<file path="config.mk">
export PLATFORM = sky130hd
export DESIGN_NAME = instr_fetch
export DESIGN_NICKNAME = d
export VERILOG_FILES = /design/src/rtl/instr_fetch.sv
export SDC_FILE = /design/constraint.sdc
export NUM_CORES = 1
export LEC_CHECK = 0
export CORE_MARGIN = 2
export CORE_UTILIZATION = 46
export CTS_BUF_LIST = sky130_fd_sc_hd__clkbuf_4 sky130_fd_sc_hd__clkbuf_8
export CTS_CLUSTER_SIZE = 10
export DETAILED_ROUTE_END_ITERATION = 16
export PLACE_DENSITY = 0.82
export SLEW_MARGIN = 20
export SYNTH_ARGS = -nofsm -noshare
export SYNTH_HDL_FRONTEND = slang
export SYNTH_SLANG_ARGS = --single-unit
</file>
<file path="constraint.sdc">
create_clock -name clk -period 1.96 [get_ports clk]
set_input_delay 0.196 -clock clk [delete_from_list [all_inputs] [get_ports clk]]
set_output_delay 0.196 -clock clk [all_outputs]
set_load 0.03 [all_outputs]
</file>
<file path="src/rtl/instr_fetch.sv">
// rtl/instr_fetch.sv - instruction fetch requester with valid/ready hand-off and branch redirect
module instr_fetch #(
  parameter int                ADDR_W     = 11,
  parameter int                INSTR_W    = 17,
  parameter logic [ADDR_W-1:0] START_ADDR = '0,
  parameter logic [4:0]        ENDOP      = 5'd31
) (
  input  logic               clk,
  input  logic               rst_n,
  input  logic               start,
  output logic [ADDR_W-1:0]  mem_addr,
  input  logic [INSTR_W-1:0] mem_instr,
  output logic               ir_valid,
  input  logic               ir_ready,
  output logic [INSTR_W-1:0] ir,
  output logic [4:0]         opcode,
  output logic [11:0]        operand,
  input  logic               redirect_en,
  input  logic [11:0]        redirect_addr,
  output logic [ADDR_W-1:0]  pc,
  output logic               halted,
  output logic [15:0]        fetch_count
);

  typedef enum logic [2:0] {
    S_IDLE,
    S_REQ,
    S_CAPT,
    S_HOLD,
    S_HALT
  } state_t;

  state_t state, state_nxt;
  logic   accept;
  logic   is_endop;

  assign opcode   = ir[INSTR_W-1 -: 5];
  assign operand  = ir[11:0];
  assign mem_addr = pc;
  assign halted   = (state == S_HALT);
  assign accept   = ir_valid && ir_ready;
  assign is_endop = (opcode == ENDOP);

  // Branch targets wider than the memory simply lose their upper bits.
  generate
    if (ADDR_W < 12) begin : g_redir_trunc
      logic unused_redirect_msbs;
      assign unused_redirect_msbs = ^redirect_addr[11:ADDR_W];
    end
  endgenerate

  always_ff @(posedge clk or negedge rst_n) begin
    if (!rst_n) begin
      state <= S_IDLE;
    end else begin
      state <= state_nxt;
    end
  end

  always_comb begin
    state_nxt = state;
    case (state)
      S_IDLE:  if (start) state_nxt = S_REQ;
      S_REQ:   state_nxt = S_CAPT;
      S_CAPT:  state_nxt = S_HOLD;
      S_HOLD:  if (accept) state_nxt = is_endop ? S_HALT : S_REQ;
      S_HALT:  if (start) state_nxt = S_REQ;
      default: state_nxt = S_IDLE;
    endcase
  end

  always_ff @(posedge clk or negedge rst_n) begin
    if (!rst_n) begin
      pc          <= START_ADDR;
      ir          <= '0;
      ir_valid    <= 1'b0;
      fetch_count <= '0;
    end else begin
      case (state)
        S_IDLE, S_HALT: begin
          if (start) begin
            pc          <= START_ADDR;
            fetch_count <= '0;
          end
        end
        S_CAPT: begin
          ir       <= mem_instr;
          ir_valid <= 1'b1;
        end
        S_HOLD: begin
          if (accept) begin
            ir_valid <= 1'b0;
            if (fetch_count != 16'hFFFF) fetch_count <= fetch_count + 16'd1;
            // endop parks pc on its own address and ignores any redirect
            if (!is_endop) begin
              pc <= redirect_en ? redirect_addr[ADDR_W-1:0] : pc + ADDR_W'(1);
            end
          end
        end
        default: ;
      endcase
    end
  end

endmodule

</file>
**Word level (Yosys, flattened, before mapping)**

Cells that the tools add are included.

- Add/sub/neg operators: 2
- Multiplexer cells: 15
- Equality and inequality tests: 10
- Reductions and logical operators: 9

Operator list:

| cell | number |
|---|---|
| $mux 16 | 3 |
| $mux 11 | 4 |
| $pmux 16 s2 | 1 |
| $pmux 11 s2 | 1 |
| $add 16x1->16 const B | 1 |
| $ne 16x16->1 const B | 1 |
| $pmux 3 s4 | 1 |
| $add 11x1->11 const B | 1 |
| $mux 3 | 3 |
| $reduce_and 4->1 | 2 |
| $eq 3x2->1 const B | 2 |
| $ne 2x2->1 const B | 3 |
| $eq 5x5->1 const B | 1 |
| $reduce_and 2->1 | 2 |
| $reduce_bool 2->1 | 2 |
| $eq 3x1->1 const B | 1 |
| $eq 3x3->1 const B | 1 |
| $logic_not 3->1 | 1 |
| $ne 2x1->1 const B | 1 |
| $pmux 1 s2 | 1 |
| $reduce_or 2->1 | 1 |
| $logic_and 1x1->1 | 1 |
| $mux 1 | 1 |

- Output and inout bits: 74
- Input port bits: 34
- Logic and storage cells: 41
- Register bits: 48

**Longest topological paths before layout**

- Depth after elaboration: 5
- Gate-level depth with buffers: 7
- Gate-level depth less buffers: 5

**Worst setup path before layout**

Ideal clock, no wire load.

- Path kind: reg-to-reg
- Start point: register fetch_count[0]
- End point: register fetch_count[12]
- Slack: 121 ps
- Period minus slack after synthesis: 1839 ps
- Buffers on the path: 1
- Cell stages (with the launch flop): 7
- Library setup time: 129 ps
- Data required time: 1831 ps
- Arrival time: 1710 ps
- Cells stage by stage: dfrtp_1 -> ha_1 -> and3_1 -> buf_2 -> nand3_2 -> o211a_1 -> a2111o_1

- Word-level cells in the longest chain between the ends: 4
- Elaborated cells on any way between the ends: 7
- Classes of those cells: add/sub: 1; eq/ne: 2; mux: 3; reduce/logical: 1

RTL lines:

| item | line | text |
|---|---|---|
| start: declaration | 22 | `output logic [15:0] fetch_count` |
| start signal: assignment | 93 | `if (fetch_count != 16'hFFFF) fetch_count <= fetch_count + 16'd1;` |
| $add 16x1->16 | 93 |  |
| $mux 16 | 93 |  |
| $mux 16 | 91 | `if (accept) begin` |
| $pmux 16 s2 | 79 | `case (state)` |

Several ways; a longest one is shown, not always the timed one. The select of a mux whose other input is x is not followed.
A chain may end at the register's enable or synchronous reset.

**Worst setup path after layout**

- Start point: register fetch_count[0]
- End point: register fetch_count[8]

The elaborated chain is that of the path after synthesis.

==> impl_metrics.yaml <==
timing:
  rsz0062_at_grt: "false"
  finalHoldViolCount: 21
  finClkSkew_ns: 0.00867
  finalMaxSlewViolations: 0
  timing.final.crit_share: 0.913
  tightest_slew_ns: 0.617
  slew_headroom: 0.589
  fin_setup_tns_ns: 0
  setup_viol: 0
  layout_min_cycle_time_ns: 1.79
  clock.fmax_mhz: 559
  whs_ns: -0.0138
setup_path:
  critPathKind: "flop to flop"
  worstPathArrival_ns: 1.98
  critPathMaxFanout: 11
  reg2reg_depth: 5
  worstPathRequired_ns: 2.15
  cp-end-kind: "flop"
  start_kind: "flop"
global_route:
  grt_pass1_vias: 2409
  grt_use_met3: 0.0478
  met1_usage: 0.272
  grt_most_used_layer: "met2"
  overflow: 0
  grt_pass1_wl_um: 11200
  met2_usage: 0.344
  grt_antenna_before_repair: 0
  track_usage: 0.211
  grt_start_max_net_pins: 49
pwr:
  cellPowerDensity_mw_per_mm2: 1650
  total_power_mw: 6.36
  irDropWorstVdd_v: 0.00121
  p_leak_nw: 1.61
cells_and_area:
  antenna_cells: 0
  ff_latch_area_mm2: 0.00120
  drive_above_1_share: 0.117
  syn2layout_area_growth_pct: 36.7
  multi_input_area_mm2: 0.00127
  fillers: 493
  fin_nets: 404
run_status:
  status: "complete, but fails checks"
  violations: "negative hold slack"
synthesis:
  synth-compound-area-share: 0.214
  syn-instance-count: 287
  synth-main-ff-cell: "dfrtp_1"
  yosys.area_share.simple: 0.154
  synthArstFlopShare: 1.00
  ys.warnings.count: 0
  synth_mux_area_frac: 0.0746
  syn_area_mm2: 0.00282
  synth-seq-cells: 48
  synth_top_family_by_area: "compound AO/OA/AOI/OAI gates"
  synth_edf_count: 0
  synth_top_area_share: 0.426
  yosysMostFrequentCell: "dfrtp_1"
  synth_top_cell_by_area: "dfrtp_1"
  synth.area.top_cells: "dfrtp_1, buf_4, mux2_2, nand2_1, a21oi_1"
  syn_avg_cell_area_um2: 9.82
  synth.net_count: 323
  synth.cells.most_frequent: "dfrtp_1, buf_4, nand2_1"
  synth.yosys.seq_area_share: 0.426
  synth_cell_types: 51
  synth_adder_area_share: 0.00888
  synth_xor_xnor_area_share: 0
job:
  maxCapViolCount: 0
floorplan:
  core_area_mm2: 0.00592
  fp.dieH_um: 82.3
  rows: 28
  die_w_um: 82.3
  start_util: 0.476
  pin_count: 108
  die-area_mm2: 0.00677
clock_tree:
  cts_setup_buffers: 0
  cts.htree.levels: 2
  cts_max_path_buffers: 2
  cts_buffers: 5
  insertion_delay_ns: 0.30
  cts_root_buf: "clkbuf_8"
  cts.sinks: 48
  cts.clk_slew.worst_paths_ns: 0.09
  cts_tree: "done"
  cts_hold_buf: 0
placed_design:
  port_buffers: 106
  hpwl_um: 5080
  gp_congestion: 0.850
routing:
  vias: 2572
  wl_per_cell_um: 15.7
  ant_nets: 0
  drc: 0
  routed_wl_um: 6990
  firstDrtPassIters: 4
  via_per_inst: 5.79
  first_iter_violations: 253
min_path:
  hold_path_class: "primary input to async pin"
-- layout by cell type (no fill, tap or decap), types with 5 or more instances in the layout --
cell type	count
a211oi_1	5
a21oi_1	13
a22o_1	7
and3_1	9
buf_4	12
clkbuf_8	6
clkdlybuf4s50_1	104
dfrtp_1	48
inv_1	13
mux2_2	16
nand2_1	18
nand3_1	11
nand4_1	6
nor2_1	11
nor3_1	6
o211ai_1	6
o21ai_0	6
o22ai_1	6
o2bb2ai_1	7
-- where the power goes --
| part | total, mW | internal, mW | switching (mW) | leakage [nW] |
|---|---|---|---|---|
| Combinational | 3.88 | 1.69 | 2.19 | 0.959 |
| Sequential | 1.87 | 1.40 | 0.472 | 0.597 |
| Clock | 0.613 | 0.282 | 0.330 | 0.0510 |
| Total | 6.36 | 3.37 | 2.99 | 1.61 |
-- flip-flops by register name, summed over array words and instances (netlist names) --
register / cells
fetch_count: 16
state: 3
mem_addr: 11
ir_valid: 1
ir: 17
-- path summary, 6_finish.rpt --
check	end	start	slack [ns]
setup / recovery	fetch_count[8]	fetch_count[0]	0.17
hold / removal	ir[16]	rst_n	-0.01
setup reg to reg	fetch_count[8]	fetch_count[0]	0.17
hold reg to reg	ir_valid	ir_valid	0.54
max in group asynchronous	mem_addr[9]	rst_n	1.56
min in group clk	ir[12]	mem_instr[12]	0.45
-- worst max-delay path, stage by stage (launching register included) --
cell and delay [ns]:
dfrtp_1 0.43, ha_1 0.21, and3_1 0.24, and3_1 0.44, a211oi_1 0.15, o22a_1 0.23
-- area by class of cell --
class,instances,area share
clock buffers,6,0.0214
repair buffers,118,0.297
clock inverters,2,0.00260
multi-input cells,182,0.330
well taps,75,0.0244
flip-flops and latches,48,0.312
inverters,13,0.0127
-- stage by stage --
step	worst slack, ns	instance area [um^2]	utilization	std cells
finish	0.171	3850	0.651	444
global route	0.0674	3850	0.651	444
CTS	0.200	3850	0.651	444
detailed placement	0.0176	3760	0.635	436
global placement	0.0304	3760	0.635	436
floorplan	0.121	2820	-	287
-- logic make-up after synthesis --
kind of cell / count (synthesis)
buf+inv: 57
mux: 19
flops: 48
fa+ha+maj: 2
compound gates: 80
simple gates: 81
-- metal layers --
metal,part of all wire,up-vias,wire (um)
met3,0.079,17,550
li1,-,1200,-
met4,0.019,0,133
met5,0,-,0
met2,0.49,119,3410
met1,0.41,1236,2890
-- repair_timing --
| action | in CTS | in global routing |
|---|---|---|
| endpoints found under the hold margin | 0 | 0 |
| setup endpoints to repair | 1 | 0 |
| resized for setup | 1 | 0 |
No activity file was read; power rests on OpenSTA's default activity.
==> RTL edit: new RTL, same settings <==
Set the parameter `INSTR_W` to 25 (it was 17).
--- a/src/rtl/instr_fetch.sv
+++ b/src/rtl/instr_fetch.sv
@@ -1,7 +1,7 @@
 // rtl/instr_fetch.sv - instruction fetch requester with valid/ready hand-off and branch redirect
 module instr_fetch #(
   parameter int                ADDR_W     = 11,
-  parameter int                INSTR_W    = 17,
+  parameter int                INSTR_W    = 25,
   parameter logic [ADDR_W-1:0] START_ADDR = '0,
   parameter logic [4:0]        ENDOP      = 5'd31
 ) (
Interface: changed (resized ir and mem_instr); port bits go from 108 to 124. No check against the original RTL was run, so the function may have changed too.
==> RTL edit against the unedited design <==
Routed wire length up 12%. Die area rose by 10%. Setup slack got worse by 0.017 ns. Synthesized area is 10% higher. Cell area grew 16%. Sequential cell count increased by 8. Power up 16%. Maximum frequency is 0.95% lower. First-iteration DRC count is 0.40% lower. Critical endpoint is now fetch_count[1]$_DFFE_PN0P_.
==> RTL edit: results (changes against the unedited design) <==
Hold crit path type: in -> async
DR WL/cell: 16.0 µm (+1.7%)
Synth top area cells: dfrtp_1, mux2_2, buf_4
Max reg flops: 25 (+8)
Routability cong.: 0.888 (+4.5%)
Largest net degree at the start of global routing: 57 (+16%)
DRT iter0 DRCs: 252 (-0.40%)
Post-synthesis adder-cell area fraction: 0.00804 (-0.000842)
N_diodes: 0 (unchanged)
CTS clk-pin slew, worst paths: 0.10 ns
DRT Pass-1 Iters: 5 (+1)
GRT Overall Usage: 0.217 (+0.00612)
Clock Path Buffers: 2 (unchanged)
Fin cells: 491 (+11%)
Library cells used by synthesis: 49 (-3.9%)
Post-synthesis cell count: 301 (+4.9%)
Post-place instance area: 4340 µm² (+16%)
Seq/Total Area, Yosys: 0.450 (+0.0239)
Cell leakage power: 1.83 nW (+14%)
Worst Max-Slew Pin Slew: 0.699 ns (+0.0822 ns)
Post-synthesis net count: 345 (+6.8%)
WP data arrival: 2.04 ns (+0.06 ns)
GRT overflow: 0 (unchanged)
Via count: 2790 (+8.5%)
Nets: 457 (+13%)
Worst Path Max Fanout: 6 (-5)
Total CTS buffers: 5 (unchanged)
Main synth FF type: dfrtp_1
Compound-gate portion of the synthesized area: 0.185 (-0.0283)
Post-CTS Setup Repair Bufs: 0 (unchanged)
Synth top cells by count: dfrtp_1, buf_4, nand2_1
Clock root cell: clkbuf_8
Clk_lat worst skew: 0.31 ns
Post-Synth XOR/XNOR Area: 0 (unchanged)
Met1 WL: 3240 µm (+12%)
First-pass GRT wire length: 13000 µm (+16%)
I/O Buffers: 122 (+15%)
Clock H-tree levels: 2 (unchanged)
Largest Register: ir
Worst Skew: 0.00693 ns (-0.00174 ns)
Yosys warns: 0 (unchanged)
Multiplexer share of the synthesized area: 0.0969 (+0.0223)
Met2 wire length: 4070 µm (+19%)
Max Used Layer: met4
Layout cells sized above 1: 0.164 (+0.0477)
Placed Cells: 483 (+11%)
DR WL met3: 493 µm (-10%)
Async set or reset register ratio after synthesis: 1.00 (unchanged)
Dpl hpwl: 5880 µm (+16%)
VDD IR-drop max: 1.18 mV (-2.3%)
Initial antenna violation count: 0 (unchanged)
Status: complete, no violations
[RTL edit: logic make-up (layout without fill, tap and decap cells)]
logic type                 Yosys count  after routing
and+or+nand+nor                     95             95
muxes                               27             27
buffers and inverters               49            162
adders and majority gates            2              2
AOI/OAI and AO/OA                   72             72
DFF                                 56             56
[RTL edit: final cells by class]
class | count | area [µm²]
well taps | 77 | 96.3
flip-flops and latches | 56 | 1400
inverters | 9 | 33.8
clock buffers | 6 | 76.3
repair buffers | 145 | 1400
clock inverters | 2 | 60.1
fillers | 493 | 1970
multi-input cells | 196 | 1410
[RTL edit: final timing paths]
path,start,slack (ns),endpoint,cells after the start
worst max-delay path,fetch_count[1]$_DFFE_PN0P_,0.15,fetch_count[1]$_DFFE_PN0P_,6
worst min-delay path,rst_n,0.008,mem_addr[3]$_DFFE_PN0P_,2
max in group asynchronous,rst_n,1.46,fetch_count[0]$_DFFE_PN0P_,2
min in group clk,mem_instr[20],0.46,ir[20]$_DFFE_PN0P_,3
worst max register to register,fetch_count[1]$_DFFE_PN0P_,0.15,fetch_count[1]$_DFFE_PN0P_,6
worst min register to register,ir[15]$_DFFE_PN0P_,0.51,ir[15]$_DFFE_PN0P_,1
[RTL edit: power by group]
part | leakage (nW) | internal [W] | switching [W]
Combinational | 1.08 | 0.00193 | 0.00241
Sequential | 0.683 | 0.00162 | 0.000489
Clock | 0.0688 | 0.000525 | 0.000373
[RTL edit: what timing repair did]
action	4_1_cts	5_1_grt
resized for setup	1	1
endpoints found under the setup margin	1	4
cloned	0	0
endpoints found under the hold margin	0	0
[RTL edit: layer usage]
metal,up-vias,track usage
li1,1338,-
met2,117,0.373
met5,-,0
met4,0,0.0554
met3,6,0.0486
met1,1329,0.280
[RTL edit: critical path, stage by stage (launching register included)]
cell and delay [ns]:
dfrtp_2 0.41, ha_2 0.22, nand3_1 0.11, or3_4 0.41, o31ai_4 0.19, buf_4 0.18
mux2i_1 0.19
[RTL edit: per-stage QoR]
step / total power, W / setup WS (ns) / utilization
after floorplan: 0.00493 / 0.0282 / -
after global placement: 0.00639 / 0.131 / 0.673
after detailed placement: 0.00650 / 0.0547 / 0.673
after CTS: 0.00741 / 0.0642 / 0.694
after global routing: 0.00775 / 0.0726 / 0.694
final: 0.00735 / 0.154 / 0.694
